--- src/rtl/spi_oversampled_peripheral.sv ---
// spi_oversampled_peripheral: oversampled SPI mode-0 peripheral producing opcode/operand handshakes and serialising responses on CIPO
module spi_oversampled_peripheral #(
  parameter int SYNC_STAGES = 2
) (
  input  logic        clock_in,
  input  logic        reset_n_in,
  input  logic        spi_sck_in,
  input  logic        spi_cs_n_in,
  input  logic        spi_copi_in,
  output logic        spi_cipo_out,
  output logic        spi_cipo_enable_out,
  output logic [7:0]  opcode_out,
  output logic        opcode_valid_out,
  output logic [7:0]  operand_out,
  output logic        operand_valid_out,
  output logic        operand_read_out,
  output logic [31:0] rd_operand_count_out,
  input  logic [7:0]  response_in
);
  localparam logic [1:0] IDLE = 2'd0, OPCODE = 2'd1, DATA = 2'd2;
  logic [SYNC_STAGES-1:0] sck_sr, cs_sr, copi_sr;
  logic sck_prev, cs_prev;
  logic sck_s, cs_s, copi_s, rise, fall, cs_rise;
  logic [1:0] state;
  logic [2:0] bit_cnt;
  logic [7:0] rx, tx, rx_next;
  assign sck_s = sck_sr[SYNC_STAGES-1];
  assign cs_s = cs_sr[SYNC_STAGES-1];
  assign copi_s = copi_sr[SYNC_STAGES-1];
  assign rise = sck_s & ~sck_prev & ~cs_s;
  assign fall = ~sck_s & sck_prev & ~cs_s;
  assign cs_rise = cs_s & ~cs_prev;
  assign rx_next = {rx[6:0], copi_s};
  assign spi_cipo_enable_out = ~cs_s;
  // bring the asynchronous SPI pins into the clock domain and keep last sck/cs for edge detection
  always_ff @(posedge clock_in or negedge reset_n_in) begin
    if (!reset_n_in) begin
      sck_sr <= '0;
      cs_sr <= '1;
      copi_sr <= '0;
      sck_prev <= 1'b0;
      cs_prev <= 1'b1;
    end else begin
      sck_sr <= {sck_sr[SYNC_STAGES-2:0], spi_sck_in};
      cs_sr <= {cs_sr[SYNC_STAGES-2:0], spi_cs_n_in};
      copi_sr <= {copi_sr[SYNC_STAGES-2:0], spi_copi_in};
      sck_prev <= sck_s;
      cs_prev <= cs_s;
    end
  end
  // transaction FSM: opcode byte, then data bytes with response shifted out; a CS rise aborts everything
  always_ff @(posedge clock_in or negedge reset_n_in) begin
    if (!reset_n_in) begin
      state <= IDLE;
      bit_cnt <= 3'd0;
      rx <= 8'd0;
      tx <= 8'd0;
      opcode_out <= 8'd0;
      opcode_valid_out <= 1'b0;
      operand_out <= 8'd0;
      operand_valid_out <= 1'b0;
      operand_read_out <= 1'b0;
      rd_operand_count_out <= 32'd0;
      spi_cipo_out <= 1'b0;
    end else begin
      opcode_valid_out <= 1'b0;
      operand_valid_out <= 1'b0;
      operand_read_out <= 1'b0;
      spi_cipo_out <= (state == DATA) & ~cs_s & tx[7];
      if (operand_valid_out) rd_operand_count_out <= rd_operand_count_out + 32'd1;
      if (cs_rise) begin
        state <= IDLE;
        bit_cnt <= 3'd0;
        tx <= 8'd0;
        opcode_out <= 8'd0;
        rd_operand_count_out <= 32'd0;
        spi_cipo_out <= 1'b0;
      end else begin
        case (state)
          IDLE: begin
            if (!cs_s) begin
              bit_cnt <= 3'd0;
              rx <= 8'd0;
              tx <= 8'd0;
              state <= OPCODE;
            end
          end
          OPCODE: begin
            if (rise) begin
              rx <= rx_next;
              bit_cnt <= bit_cnt + 3'd1;
              if (bit_cnt == 3'd7) begin
                opcode_out <= rx_next;
                opcode_valid_out <= 1'b1;
                state <= DATA;
              end
            end
          end
          DATA: begin
            if (rise) begin
              rx <= rx_next;
              bit_cnt <= bit_cnt + 3'd1;
              if (bit_cnt == 3'd7) begin
                operand_out <= rx_next;
                operand_valid_out <= 1'b1;
                operand_read_out <= 1'b1;
              end
            end
            if (fall) tx <= (bit_cnt == 3'd0) ? response_in : {tx[6:0], 1'b0};
          end
          default: state <= IDLE;
        endcase
      end
    end
  end
endmodule
--- config.mk ---
export PLATFORM = sky130hd
export DESIGN_NAME = spi_oversampled_peripheral
export DESIGN_NICKNAME = d
export VERILOG_FILES = /design/src/rtl/spi_oversampled_peripheral.sv
export SDC_FILE = /design/constraint.sdc
export NUM_CORES = 1
export LEC_CHECK = 0
export BUFFER_PORTS_ARGS = -buffer_cell sky130_fd_sc_hd__buf_2
export CAP_MARGIN = 20
export CORE_ASPECT_RATIO = 0.8
export CORE_MARGIN = 2
export CORE_UTILIZATION = 40
export DETAILED_ROUTE_END_ITERATION = 12
export GPL_TIMING_DRIVEN = 1
export RECOVER_POWER = 100
export SLEW_MARGIN = 10
export SYNTH_ARGS = -nofsm -noshare
export SYNTH_HDL_FRONTEND = slang
export SYNTH_SLANG_ARGS = --single-unit
--- constraint.sdc ---
create_clock -name clock_in -period 5.4 [get_ports clock_in]
set_input_delay 0.81 -clock clock_in [delete_from_list [all_inputs] [get_ports clock_in]]
set_output_delay 0.81 -clock clock_in [all_outputs]
set_load 0.05 [all_outputs]
**After elaboration in Yosys (flattened, before gate mapping)**

Cells that the tools add are included.

- Input port bits: 13
- Flip-flop bits (word level): 79
- Logic and storage cells: 85
- Output and inout bits: 53

- Mux-type cells: 29
- Reduce and logical (&&, ||, !) cells: 16
- Equal/unequal tests: 11
- Add/subtract/negate cells: 2
- Bitwise logic cells: 12

Operators by type and width:

| kind | count |
|---|---|
| 32-bit 2-to-1 mux | 2 |
| 8-bit 2-to-1 mux | 8 |
| 32-bit by 1-bit adder with 32-bit output, second input constant | 1 |
| 8-bit case mux with 2 select lines | 1 |
| 7-bit case mux with 2 select lines | 1 |
| 3-bit inequality test, second input constant | 4 |
| 4-bit AND reduction | 3 |
| 2-bit nonzero test | 5 |
| 3-bit 2-to-1 mux | 3 |
| 3-bit AND reduction | 3 |
| 2-bit 2-to-1 mux | 4 |
| 1-bit bitwise AND | 7 |
| 1-bit 2-to-1 mux | 7 |
| 7-bit 2-to-1 mux | 1 |
| 2-bit case mux with 3 select lines | 1 |
| 3-bit case mux with 2 select lines | 1 |
| 3-bit nonzero test | 2 |
| 1-bit NOT | 5 |
| 2-bit inequality test, second input constant | 2 |
| 3-bit by 1-bit adder with 3-bit output, second input constant | 1 |
| 3-bit == test, second input constant | 1 |
| 3-bit zero test | 1 |
| 3-bit by 1-bit inequality test with 1-bit output, second input constant | 1 |
| 2-bit by 1-bit == test with 1-bit output, second input constant | 1 |
| 4 further kinds | 4 |

**Logic depth before layout (Yosys ltp)**

- Depth in word-level cells: 6
- Depth in mapped cells: 7
- Depth with buffers taken out: 6

**Worst setup path after synthesis**

OpenSTA, ideal clock, no wires.

- Kind: register to register
- Start: reg rd_operand_count_out[0]
- End: reg rd_operand_count_out[24]
- Stages on the path, launching flop included: 7
- Path buffers: 1
- Setup slack: 2950 ps
- Data required time: 5322 ps
- Period minus slack after synthesis: 2450 ps
- Arrival time: 2372 ps
- Setup time: 78 ps
- Path through: dfrtp_1 ha_1 nand4_4 or4_1 clkbuf_1 or4_1 a21oi_1

- Word-level cells in the longest chain between the ends: 3

RTL lines:

| what | line | source |
|---|---|---|
| start: declaration | 17 | `output logic [31:0] rd_operand_count_out,` |
| start signal: assignment | 70 | `if (operand_valid_out) rd_operand_count_out <= rd_operand_count_out + 32'd1;` |
| 32-bit by 1-bit adder with 32-bit output | 70 |  |
| 32-bit 2-to-1 mux | 70 |  |
| 32-bit 2-to-1 mux | 71 | `if (cs_rise) begin` |

Every way passes these cells. The select of a mux whose other input is x is not followed.
A chain may end at the register's enable or synchronous reset.

**Worst setup path after layout**

Same ends and word-level chain as after synthesis.

==> qor.txt <==
Status -> complete, no violations
CTS tree -> done
Reg2reg start -> rd_operand_count_out[0]
Final WS setup -> 2840 ps
Synth Area in XOR/XNOR -> 0.0261
Worst hold slack -> 349 ps
Initial Utilization -> 0.410
Synthesized area -> 3690 µm²
Leak Pwr -> 1.90 nW
Clk_skew -> 7.17 ps
Pwr Density -> 365 nW/µm²
Filler instances -> 872
Worst Setup End Kind -> register
Worst Setup Path Type -> register to register
Die ar. -> 10000 µm²
Total CTS buffers -> 9
Ys async rst share -> 1.00
Antenna violations before repair -> 0
FMAX -> 391 MHz
Worst skew pair latency -> 340 ps
First-pass DRT Iterations -> 4
Diode count -> 0
Die height -> 89.9 µm
Peak VDD IR -> 0.000231 V
Dpl hpwl -> 5.47 mm
CP endpoint -> rd_operand_count_out[24]
Non-Filler Instances -> 548
Hold Buf Count CTS -> 0
Seq pwr share -> 0.416
Total gr overflow -> 0
Wirelength per Cell -> 14.8 µm
Post-Place Worst Slack -> 2960 ps
Area grow syn2layout -> 18.5%
Top post-synthesis cells by count -> dfrtp_1, nand2_1, o21ai_0
Post-synth EDFFs -> 0
CTS Buffer Depth -> 2
Count leader, synth -> dfrtp_1
Core footprint -> 9000 µm²
Syn Nets -> 387
Postcts setup bufs -> 0
Max cap viols -> 0
H-tree depth -> 3
Min Tclk post-route -> 2560 ps
Vias -> 2958
# DRC -> 0
Post-synthesis mux area share -> 0.0465
Largest family of logic cells by synthesized area -> simple AND/OR/NAND/NOR gates
Cell Int Power -> 1.16 mW
CP startpoint kind -> register
Routed wire length -> 8.13 mm
Top cells by area, synth -> dfrtp_1, nand2_1, mux2i_1, o31ai_1, o21ai_0
Share of cells above drive strength 1 -> 0.0739
Vias in the first global route -> 2868
Post_cts resized -> 0
R2R setup slack -> 2840 ps
RSZ-0062 raised after global routing -> false
Sw frac -> 0.271
Routability cong. -> 0.798
First-pass GRT wire length -> 13.9 mm
Sequential-to-total area share from yosys stat -> 0.537
Vias per Instance -> 5.40
Dpl cells -> 531
Fin. Hold Viols -> 0
Slew @ Worst Pin -> 1440 ps
Slew Limit Fails -> 0
Worst path required time -> 5630 ps
Yosys warning count -> 0
Clock sink count -> 79
Final setup violation count -> 0
Reg2reg path depth -> 5
Synth Instances -> 366
Net Switching -> 0.432 mW
Power share of the clock group -> 0.419
Synth Flop Type -> dfrtp_1
Period utilisation layout -> 0.473
Crit path max fanout -> 17
Nets -> 449
Yosys cell types -> 42
Total power draw -> 1.60 mW
Top-area cell type share of the netlist area -> 0.516
GRT Overall Usage -> 0.170
Post-synth top area cell -> dfrtp_1
Adder-cell share of the synthesized area -> 0.0271
I/O Buffers -> 65
Clk slew on worst S/H paths -> 60 ps
#FFs+latches synth -> 79
Combinational Power Share -> 0.165
Synth Area in Compound Gates -> 0.126
Initial DRC count -> 156
Worst hold path type -> register to register
Die width -> 111 µm
Largest net degree at the start of global routing -> 80
# IOs -> 66
Worst slew margin relative to its limit -> 0.0429
Critical path arrival -> 2790 ps
Syn_area_per_cell -> 10.1 µm²
Total negative slack -> 0 ps
Post-Synth Simple-Gate Area -> 0.194
R2r endpoint -> rd_operand_count_out[24]
Crit. Startpoint -> rd_operand_count_out[0]
# rows -> 31
Clock root cell -> clkbuf_16
Post-route ant nets -> 0
per-layer routing:
layer | global-route usage | part of all wire | wire length (µm)
met1 | 0.230 | 0.50 | 4040
met4 | 0.0473 | 0.012 | 96
met3 | 0.0512 | 0.051 | 416
met5 | 0 | 0 | 0
met2 | 0.267 | 0.44 | 3580
how the worst min path moves through the flow:
stage | endpoint | cells after the start | startpoint | slack [ps]
floorplan | copi_sr[1] | 0 | copi_sr[0] | 330
global placement | copi_sr[1] | 0 | copi_sr[0] | 330
detailed placement | sck_sr[1] | 0 | sck_sr[0] | 340
CTS | sck_sr[1] | 0 | sck_sr[0] | 350
global route | sck_sr[1] | 0 | sck_sr[0] | 360
finish | sck_sr[1] | 0 | sck_sr[0] | 350
power groups by stage:
stage	clock network, mW	logic (mW)	registers, mW
after floorplan	0	0.202	0.666
after global placement	0	0.259	0.671
after detailed placement	0	0.266	0.673
after CTS	0.684	0.266	0.663
after global routing	0.711	0.297	0.670
final	0.669	0.264	0.664
placed cells by master (no fill, tap or decap), types with 2 or more instances in the layout:
| master | n |
|---|---|
| or4_1 | 11 |
| a21oi_1 | 20 |
| dfstp_2 | 2 |
| o21ai_1 | 2 |
| o21ai_0 | 24 |
| a31oi_1 | 2 |
| mux2i_1 | 16 |
| nor4_1 | 7 |
| xnor2_1 | 8 |
| nor3_1 | 3 |
| dfrtp_1 | 76 |
| nor2b_1 | 3 |
| nand3_1 | 20 |
| nand2_1 | 44 |
| bufinv_16 | 2 |
| ha_1 | 8 |
| and4_1 | 4 |
| nor2_1 | 18 |
| clkbuf_1 | 55 |
| xor2_1 | 3 |
| and3_1 | 2 |
| nand2b_1 | 3 |
| clkbuf_8 | 2 |
| or3_1 | 6 |
| clkbuf_16 | 9 |
| buf_2 | 11 |
| a41o_1 | 2 |
| inv_1 | 22 |
| nand4_1 | 11 |
| clkinv_2 | 2 |
| o31ai_1 | 18 |
critical path, cell delays in order, from the launching register on:
cell and delay (ps):
dfrtp_1 450, ha_1 200, nand4_1 230, or4_1 860, or4_1 550, a21oi_1 170
sequential cells by signal (all words and copies together) (netlist names):
name and cells:
cs_sr 2, tx 8, bit_cnt 3, cs_prev 1, spi_cipo_out 1, rd_operand_count_out 32, sck_prev 1, opcode_out 8
operand_out 8, operand_read_out 1, sck_sr 2, rx 7, copi_sr 2, opcode_valid_out 1, state 2
cell type report:
cell class	count	area [µm²]	area share
Sequential cell	79	1980	0.453
Inverter	22	82.6	0.0189
Multi-Input combinational cell	248	1530	0.351
Tap cell	115	144	0.0329
Clock buffer	11	253	0.0578
Clock inverter	5	78.8	0.0180
Timing Repair Buffer	68	297	0.0679
through the flow:
step / area (µm²) / utilization
finish: 4370 / 0.486
global route: 4370 / 0.486
CTS: 4430 / 0.493
detailed placement: 4100 / 0.456
global placement: 4100 / 0.456
floorplan: 3690 / -
logic make-up (layout without fill, tap and decap cells):
family | Yosys count | in the layout
compound gates | 76 | 76
xor+xnor | 11 | 11
fa+ha+maj | 8 | 8
buf+inv | 39 | 106
flops | 79 | 79
mux | 17 | 17
simple gates | 136 | 136
Power figures use the tool's default switching activity.
